===== src/rtl/conv77_pim_sched.sv =====
// Sequencer for the bit-sliced conv7x7 PIM array: sweeps row addresses, captures the
// four slice results after the array latency, recombines them and streams them out.
module conv77_pim_sched #(
    parameter int ADDR_W  = 5,
    parameter int SLICE_W = 6,
    parameter int OUT_W   = 16,
    parameter int PIM_LAT = 1
) (
    input  logic               clk,
    input  logic               rst,
    input  logic               start,
    input  logic [ADDR_W-1:0]  cfg_last_addr,
    input  logic               abort,
    output logic [ADDR_W-1:0]  pim_addr,
    output logic               pim_en,
    input  logic [SLICE_W-1:0] pim_hh,
    input  logic [SLICE_W-1:0] pim_hl,
    input  logic [SLICE_W-1:0] pim_lh,
    input  logic [SLICE_W-1:0] pim_ll,
    output logic [OUT_W-1:0]   out_data,
    output logic [ADDR_W-1:0]  out_addr,
    output logic               out_valid,
    input  logic               out_ready,
    output logic               busy,
    output logic               done
);

    // state      | meaning
    // S_IDLE     | waiting for start
    // S_ISSUE    | pim_en pulse for the current address
    // S_WAIT     | array latency countdown, slices captured on the last count
    // S_COMBINE  | weighted recombination registered into out_data
    // S_OUTPUT   | out_valid held until downstream accepts
    // S_DONE     | one-cycle done pulse
    typedef enum logic [2:0] {
        S_IDLE,
        S_ISSUE,
        S_WAIT,
        S_COMBINE,
        S_OUTPUT,
        S_DONE
    } state_t;

    localparam int HI_SH = SLICE_W;
    localparam int MID_SH = SLICE_W / 2;
    localparam logic [3:0] LAT_INIT = 4'(PIM_LAT);

    state_t state, state_nxt;

    logic [ADDR_W-1:0]  cur, last;
    logic [3:0]         wait_cnt;
    logic [SLICE_W-1:0] hh_q, hl_q, lh_q, ll_q;
    logic [OUT_W-1:0]   combined;
    logic               take_start, load_slices, advance;

    always_ff @(posedge clk) begin
        if (rst) state <= S_IDLE;
        else     state <= state_nxt;
    end

    always_comb begin
        state_nxt   = state;
        take_start  = 1'b0;
        load_slices = 1'b0;
        advance     = 1'b0;
        case (state)
            S_IDLE: begin
                if (start && !abort) begin
                    take_start = 1'b1;
                    state_nxt  = S_ISSUE;
                end
            end
            S_ISSUE: state_nxt = S_WAIT;
            S_WAIT: begin
                if (wait_cnt <= 4'd1) begin
                    load_slices = 1'b1;
                    state_nxt   = S_COMBINE;
                end
            end
            S_COMBINE: state_nxt = S_OUTPUT;
            S_OUTPUT: begin
                if (out_ready) begin
                    if (cur == last) begin
                        state_nxt = S_DONE;
                    end else begin
                        advance   = 1'b1;
                        state_nxt = S_ISSUE;
                    end
                end
            end
            S_DONE:  state_nxt = S_IDLE;
            default: state_nxt = S_IDLE;
        endcase
        // Abort discards whatever is in flight, including a pending output.
        if (abort && state != S_IDLE) begin
            state_nxt   = S_IDLE;
            load_slices = 1'b0;
            advance     = 1'b0;
        end
    end

    always_comb begin
        combined = (OUT_W'(hh_q) << HI_SH) + (OUT_W'(hl_q) << MID_SH)
                 + (OUT_W'(lh_q) << MID_SH) + OUT_W'(ll_q);
    end

    always_ff @(posedge clk) begin
        if (rst) begin
            cur      <= '0;
            last     <= '0;
            wait_cnt <= '0;
            hh_q     <= '0;
            hl_q     <= '0;
            lh_q     <= '0;
            ll_q     <= '0;
            out_data <= '0;
            out_addr <= '0;
        end else begin
            if (take_start) begin
                last <= cfg_last_addr;
                cur  <= '0;
            end
            if (advance) cur <= cur + ADDR_W'(1);
            if (state == S_ISSUE)     wait_cnt <= LAT_INIT;
            else if (state == S_WAIT) wait_cnt <= wait_cnt - 4'd1;
            if (load_slices) begin
                hh_q <= pim_hh;
                hl_q <= pim_hl;
                lh_q <= pim_lh;
                ll_q <= pim_ll;
            end
            if (state == S_COMBINE) begin
                out_data <= combined;
                out_addr <= cur;
            end
        end
    end

    assign pim_addr  = cur;
    assign pim_en    = (state == S_ISSUE);
    assign out_valid = (state == S_OUTPUT);
    assign busy      = (state != S_IDLE);
    assign done      = (state == S_DONE);

endmodule


===== config.mk =====
export PLATFORM = sky130hd
export DESIGN_NAME = conv77_pim_sched
export DESIGN_NICKNAME = d
export VERILOG_FILES = /design/src/rtl/conv77_pim_sched.sv
export SDC_FILE = /design/constraint.sdc
export NUM_CORES = 1
export LEC_CHECK = 0
export BUFFER_PORTS_ARGS = -buffer_cell sky130_fd_sc_hd__buf_4
export CAP_MARGIN = 20
export CELL_PAD_IN_SITES_DETAIL_PLACEMENT = 1
export CELL_PAD_IN_SITES_GLOBAL_PLACEMENT = 1
export CORE_UTILIZATION = 40
export DETAILED_ROUTE_END_ITERATION = 12
export GPL_TIMING_DRIVEN = 0
export PLACE_DENSITY = 0.78
export REMOVE_ABC_BUFFERS = 1
export SLEW_MARGIN = 40
export SYNTH_ARGS = -nofsm -noshare
export SYNTH_HDL_FRONTEND = slang
export SYNTH_SLANG_ARGS = --single-unit

===== constraint.sdc =====
create_clock -name clk -period 3 [get_ports clk]
set_input_delay 0.15 -clock clk [delete_from_list [all_inputs] [get_ports clk]]
set_output_delay 0.15 -clock clk [all_outputs]
set_load 0.01 [all_outputs]

==> results_dict.tcl, run 1 <==
set metrics [dict create \
    status "finished clean" \
    cts_buffers 9 \
    ios 64 \
    tns_ns 0 \
    cp_max_fo 3 \
    start_util 0.418 \
    tightest_slew_ns 0.657 \
    drt_wl_total_mm 6.82 \
    cts_tree "yes" \
    worst-endpoint-required_ns 3.26 \
    final-hold-violation-count 0 \
    htreeDepth 3 \
    rsz0062_at_grt "false" \
    crit_type "reg -> reg" \
    post_drt_wl_per_cell_um 13.8 \
    dieArea_um2 7490 \
    synth_edf_count 0 \
    synth_area_um2 2860 \
    setup_viol 0 \
    startpoint "hl_q[1]$_SDFFE_PP0P_" \
    cts_resized 0 \
    combPwrFrac 0.068 \
    ant_nets 0 \
    hold_class "in -> reg" \
    numPortBuffers 60 \
    yosysTopAreaCell "dfxtp_1" \
    core_area_um2 6830 \
    grt_overflow 0 \
    synthDistinctLibCells 46 \
    drt-initial-drc-count 99 \
    fmax_mhz 404 \
    hold_start "cfg_last_addr[3]" \
    power_density_nw_per_um2 458 \
    avgSynthCellArea_um2 8.36 \
    fin_nets 444 \
    synth_top_cell_area_share 0.413 \
    synth_seq_cells 59 \
    netlist_instances 342 \
    vias_per_cell 5.07 \
    place_ws_ns 0.522 \
    grt_max_degree 68 \
    grt_pass1_wl_mm 11.7 \
    grtUsageTotal 0.202 \
    final.setup.worst_slack_ns 0.526 \
    cp_data_arrival_time_ns 2.73 \
    hold_ws_ns 0.0420 \
    p_clk_frac 0.436 \
    ctsHoldBuffers 0 \
    skew_ns 0.00765 \
    r2r_start "hl_q[1]$_SDFFE_PP0P_" \
    n_antenna_cell 0 \
    p_sw_w 0.000365 \
    clockBufferDepth 2 \
    power.share.switching 0.226 \
    row_count 30 \
    drc 0 \
    cts_setup_buffers 0 \
    max_cap_violations 0 \
    cts.sink_count 59 \
    clkSlewWorstSetupHoldPaths_ns 0.07 \
    critPathLaunchType "flop" \
    antenna_found_initial 0 \
    insertion_delay_ns 0.34 \
    ys_seq_area_frac 0.413 \
    yosys-top-cells-area "dfxtp_1, nand2_1, a21oi_1" \
    final_cell_mix "nand2_1, buf_4, dfxtp_1" \
    final_common_cell "nand2_1" \
    die_y_um 86.5 \
    max-slew-margin-rel 0.562 \
    power_frac_seq 0.496 \
    synth-main-ff-cell "dfxtp_1" \
    num_vias 2504 \
    place.gp.congestion 0.791 \
    ctsRootBufferMaster "clkbuf_8" \
    hpwl_mm 4.74 \
    dr.pass1.iters 4 \
    grt_pass1_vias 2512 \
    yosysWarnings 0 \
    p_leak_nw 1.42 \
    p_int_w 0.00125 \
    fin_crit_sh 0.825 \
    die_x_um 86.5 \
    drv_slew 0 \
    ir_drop_uv 230 \
    cp-end-kind "flop" \
    drive_above_1_share 0.201 \
    power.total_w 0.00162 \
    layout_min_cycle_time_ns 2.47 \
    syn_to_final_growth_pct 23.7 \
    async_flop_share 0 \
]
-- cell type report --
type	instances	area (um^2)
well taps	96	120
clock buffers	14	153
fillers	860	3300
clock inverters	2	35.0
inverters	12	45.0
multi-input cells	250	1540
repair buffers	61	465
flip-flops and latches	59	1180
-- power by group through the flow --
stage               registers (W)  logic (W)  clock network, W
detailed placement       0.000821   0.000111                 0
global route             0.000805   0.000123          0.000755
CTS                      0.000804   0.000112          0.000724
floorplan                0.000818  0.0000471                 0
finish                   0.000804   0.000110          0.000706
global placement         0.000820   0.000106                 0
-- worst max-delay path: stages (launching register included) --
cell       delay (ns)
dfxtp_1          0.33
fa_1             0.54
ha_1             0.21
inv_1            0.08
fa_1             0.41
nor2b_1          0.12
o21ai_0          0.11
a21oi_1          0.26
o2111ai_1        0.17
a21oi_1          0.18
-- sequential cells by signal, summed over array words and instances, names as in the netlist, 4 cells and up --
signal,cells
wait_cnt,4
hh_q,6
last,5
out_addr,5
ll_q,6
pim_addr,5
out_data,13
hl_q,6
lh_q,6
-- cells in the mapped netlist, drive strengths merged, types with 7 or more instances --
master / number
a21oi: 46
buf: 9
clkbuf: 14
dfxtp: 59
fa: 7
ha: 10
inv: 12
mux2i: 7
nand2: 77
nand3: 7
nor2: 16
o21ai: 12
xnor2: 7
-- stage by stage --
| step | instances | utilization | area [um^2] |
|---|---|---|---|
| detailed placement | 478 | 0.490 | 3350 |
| global route | 494 | 0.518 | 3540 |
| global placement | 477 | 0.486 | 3320 |
| CTS | 494 | 0.517 | 3530 |
| finish | 494 | 0.518 | 3540 |
| floorplan | 321 | - | 2750 |
-- per-layer routing --
layer | share of wire | vias to the layer above | GRT usage
met4 | 0.017 | 0 | 0.0864
li1 | - | 1258 | -
met5 | 0 | - | 0
met3 | 0.031 | 11 | 0.0352
met2 | 0.49 | 45 | 0.337
met1 | 0.46 | 1190 | 0.258
-- final timing paths --
| path | end | slack [ns] | cells after the start |
|---|---|---|---|
| setup reg to reg | out_data[12]$_SDFFE_PP0N_ | 0.53 | 9 |
| hold reg to reg | out_data[12]$_SDFFE_PP0N_ | 0.45 | 2 |
| setup / recovery | out_data[12]$_SDFFE_PP0N_ | 0.53 | 9 |
| hold / removal | last[3]$_SDFFE_PP0P_ | 0.04 | 3 |
-- cell families (layout without fill, tap and decap cells) --
logic type / count (synthesis) / in the layout / share of synthesized area
other: 1 / 3 / 0.00131
DFF: 59 / 59 / 0.413
buffers and inverters: 35 / 89 / 0.0569
and+or+nand+nor: 137 / 137 / 0.227
muxes: 7 / 7 / 0.0245
AOI/OAI and AO/OA: 78 / 78 / 0.159
adders and majority gates: 17 / 17 / 0.0928
xor gates and xnor gates: 8 / 8 / 0.0245
Note: power is estimated with default switching activity, not from simulation.
==> inputs of run 2 (changes only) <==
--- a/config.mk
+++ b/config.mk
@@ -5,11 +5,12 @@
 export SDC_FILE = /design/constraint.sdc
 export NUM_CORES = 1
 export LEC_CHECK = 0
+export ABC_AREA = 1
 export BUFFER_PORTS_ARGS = -buffer_cell sky130_fd_sc_hd__buf_4
 export CAP_MARGIN = 20
 export CELL_PAD_IN_SITES_DETAIL_PLACEMENT = 1
 export CELL_PAD_IN_SITES_GLOBAL_PLACEMENT = 1
-export CORE_UTILIZATION = 40
+export CORE_UTILIZATION = 39
 export DETAILED_ROUTE_END_ITERATION = 12
 export GPL_TIMING_DRIVEN = 0
 export PLACE_DENSITY = 0.78
==> constraint.sdc (replaced) <==
create_clock -name clk -period 2.5 [get_ports clk]
set_input_delay 0.125 -clock clk [delete_from_list [all_inputs] [get_ports clk]]
set_output_delay 0.125 -clock clk [all_outputs]
set_load 0.01 [all_outputs]
==> run 2 against run 1 <==
  * Worst hold slack got worse by 0.025 ns
  * Wire length rose by 3.4%
  * Global-route usage increased by 0.65 points
  * Area after synthesis stayed put
  * Setup slack lost 0.30 ns
  * First-iteration DRC count shrank 49%
  * Core utilization fell by 0.61 points
  * Combinational power increased to 9.5 times the previous value
  * Final area increased by 0.46%
  * Register-to-register slack worse by 0.30 ns
  * Clock power rose by 53%
==> results_dict.tcl, run 2 <==
set metrics [dict create \
    status "finished clean" \
    top_register "out_data" \
    dieArea_um2 7670 \
    grt_overflow 0 \
    synth.most_common_cell "nor2_1" \
    ctsRootBufferMaster "clkbuf_8" \
    final_cell_mix "nor2_1, buf_4, dfxtp_1" \
    antenna_found_initial 0 \
    hold_class "in -> reg" \
    async_flop_share 0 \
    htreeDepth 3 \
    final_common_cell "nor2_1" \
    fin_crit_sh 0.910 \
    synth_edf_count 0 \
    post_drt_wl_per_cell_um 13.3 \
    yosys-top-cells-area "dfxtp_1, nor2_1, o21ai_0" \
    hold_ws_ns 0.0174 \
    crit_type "reg -> reg" \
    ios 64 \
    slowest_stage "fa_1" \
    ir_drop_uv 453 \
    drt_wl_total_mm 7.06 \
    drc 0 \
    numPortBuffers 60 \
    cp_max_fo 2 \
    cts_tree "yes" \
    die_x_um 87.6 \
    netlist_instances 374 \
    rsz0062_at_grt "false" \
    p_leak_nw 1.62 \
    fmax_mhz 440 \
    synth_top_cell_area_share 0.413 \
    grt_pass1_vias 2740 \
    insertion_delay_ns 0.34 \
    ant_nets 0 \
    drive_above_1_share 0.207 \
    cts.sink_count 59 \
    start_util 0.412 \
    tightest_slew_ns 0.693 \
    synth_area_um2 2860 \
    tns_ns 0 \
    yosysWarnings 0 \
    synthDistinctLibCells 33 \
    skew_ns 0.00726 \
    grt_pass1_wl_mm 12.2 \
    synth_seq_cells 59 \
    n_antenna_cell 0 \
    critPathLaunchType "flop" \
    vias_per_cell 4.92 \
    synthTopCellsByCount "nor2_1, dfxtp_1, inv_1" \
    num_vias 2613 \
    die_y_um 87.6 \
    cp_common_cell "inv_1" \
    place.gp.congestion 0.805 \
    cp-end-kind "flop" \
    grt_max_degree 48 \
    drt-initial-drc-count 50 \
    layout_min_cycle_time_ns 2.27 \
    avgSynthCellArea_um2 7.64 \
    cp_data_arrival_time_ns 2.56 \
    clockBufferDepth 2 \
    row_count 30 \
    max-slew-margin-rel 0.538 \
    final-hold-violation-count 0 \
    hpwl_mm 4.93 \
    yosysTopAreaCell "dfxtp_1" \
    ctsHoldBuffers 0 \
    synth-main-ff-cell "dfxtp_1" \
    power_density_nw_per_um2 954 \
    clkSlewWorstSetupHoldPaths_ns 0.07 \
    setup_viol 0 \
    slowest_delay_ns 0.55 \
    fin_nets 481 \
    cts_buffers 9 \
    largest_reg_flops 13 \
    grtUsageTotal 0.209 \
    dr.pass1.iters 4 \
    path_cells "fa_1, ha_2, inv_1, fa_2, nand3b_1, nand2_1, inv_1, or2_2, nand3_1, nand2_1, inv_1" \
    max_cap_violations 0 \
    syn_to_final_growth_pct 24.3 \
    drv_slew 0 \
    ys_seq_area_frac 0.413 \
    r2r_slack_ns 0.23 \
    core_area_um2 6940 \
    fillCellCount 909 \
    worst-endpoint-required_ns 2.79 \
]
==> run 2: changes by cell type after synthesis, sizes merged, moves of 4 or more <==
cell	change
or3	-6
nor2	+55
o21ai	+34
nor2b	-6
nand2	-36
inv	+32
mux2i	-7
buf	+4
nand3	+19
a211oi	-5
clkbuf	-10
xnor2	-6
xor2	+4
a21oi	-16
==> run 2: layer usage <==
layer  wire length, um  up-vias  track usage  share of wire
li1                  -     1310            -              -
met1              3170     1246        0.236           0.45
met2              3550       46        0.380           0.50
met3               229       11       0.0443          0.032
met4               109        0       0.0864          0.015
met5                 0        -            0              0
==> run 2: final cells by class <==
cell class | instances | area (um^2) | area share
multi-input cells | 256 | 1390 | 0.392
repair buffers | 60 | 450 | 0.127
well taps | 96 | 120 | 0.0338
flip-flops and latches | 59 | 1180 | 0.333
clock inverters | 5 | 100 | 0.0282
inverters | 44 | 165 | 0.0465
clock buffers | 11 | 141 | 0.0398
==> run 2: timing repair <==
item | in CTS | in global routing
resized for setup | 0 | 2
setup buffers | 0 | 0
endpoints found under the setup margin | 0 | 2
==> run 2: worst paths after layout <==
path                                           start                       end  cells past startpoint
worst max-delay path            hl_q[1]$_SDFFE_PP0P_  out_data[8]$_SDFFE_PP0N_                     11
worst min-delay path                       pim_hl[5]      hl_q[5]$_SDFFE_PP0P_                      3
worst max register to register  hl_q[1]$_SDFFE_PP0P_  out_data[8]$_SDFFE_PP0N_                     11
worst min register to register  last[1]$_SDFFE_PP0P_      last[1]$_SDFFE_PP0P_                      2
==> run 2: cells by family after synthesis <==
family                   synth area share
flip-flops                          0.413
AO/OA/AOI/OAI                       0.147
AND/OR/NAND/NOR                     0.224
XOR/XNOR                           0.0184
adder cells (fa/ha/maj)            0.0928
buffers and inverters               0.103
other                             0.00131
==> run 2: stage by stage <==
stage	std cells	worst slack, ns	utilization	total power, W	instance area, um^2
2_1_floorplan	359	0.353	-	0.00197	2740
3_3_place_gp	515	0.233	0.476	0.00227	3310
3_5_place_dp	515	0.221	0.476	0.00233	3310
4_1_cts	531	0.166	0.511	0.00342	3550
5_1_grt	531	0.0164	0.512	0.00364	3550
6_report	531	0.226	0.512	0.00339	3550
==> run 2: power by group <==
part           switching, W  total, W  internal [W]
clock              0.000395   0.00108      0.000687
combinational      0.000651   0.00105      0.000402
sequential         0.000128   0.00125       0.00113
==> run 2: critical path: cells and delay by family, from the launching register on <==
kind	cells	cell delay, ns
adder cells (fa/ha/maj)	3	1.08
AND/OR/NAND/NOR	5	0.65
flip-flops	1	0.34
buffers and inverters	3	0.14
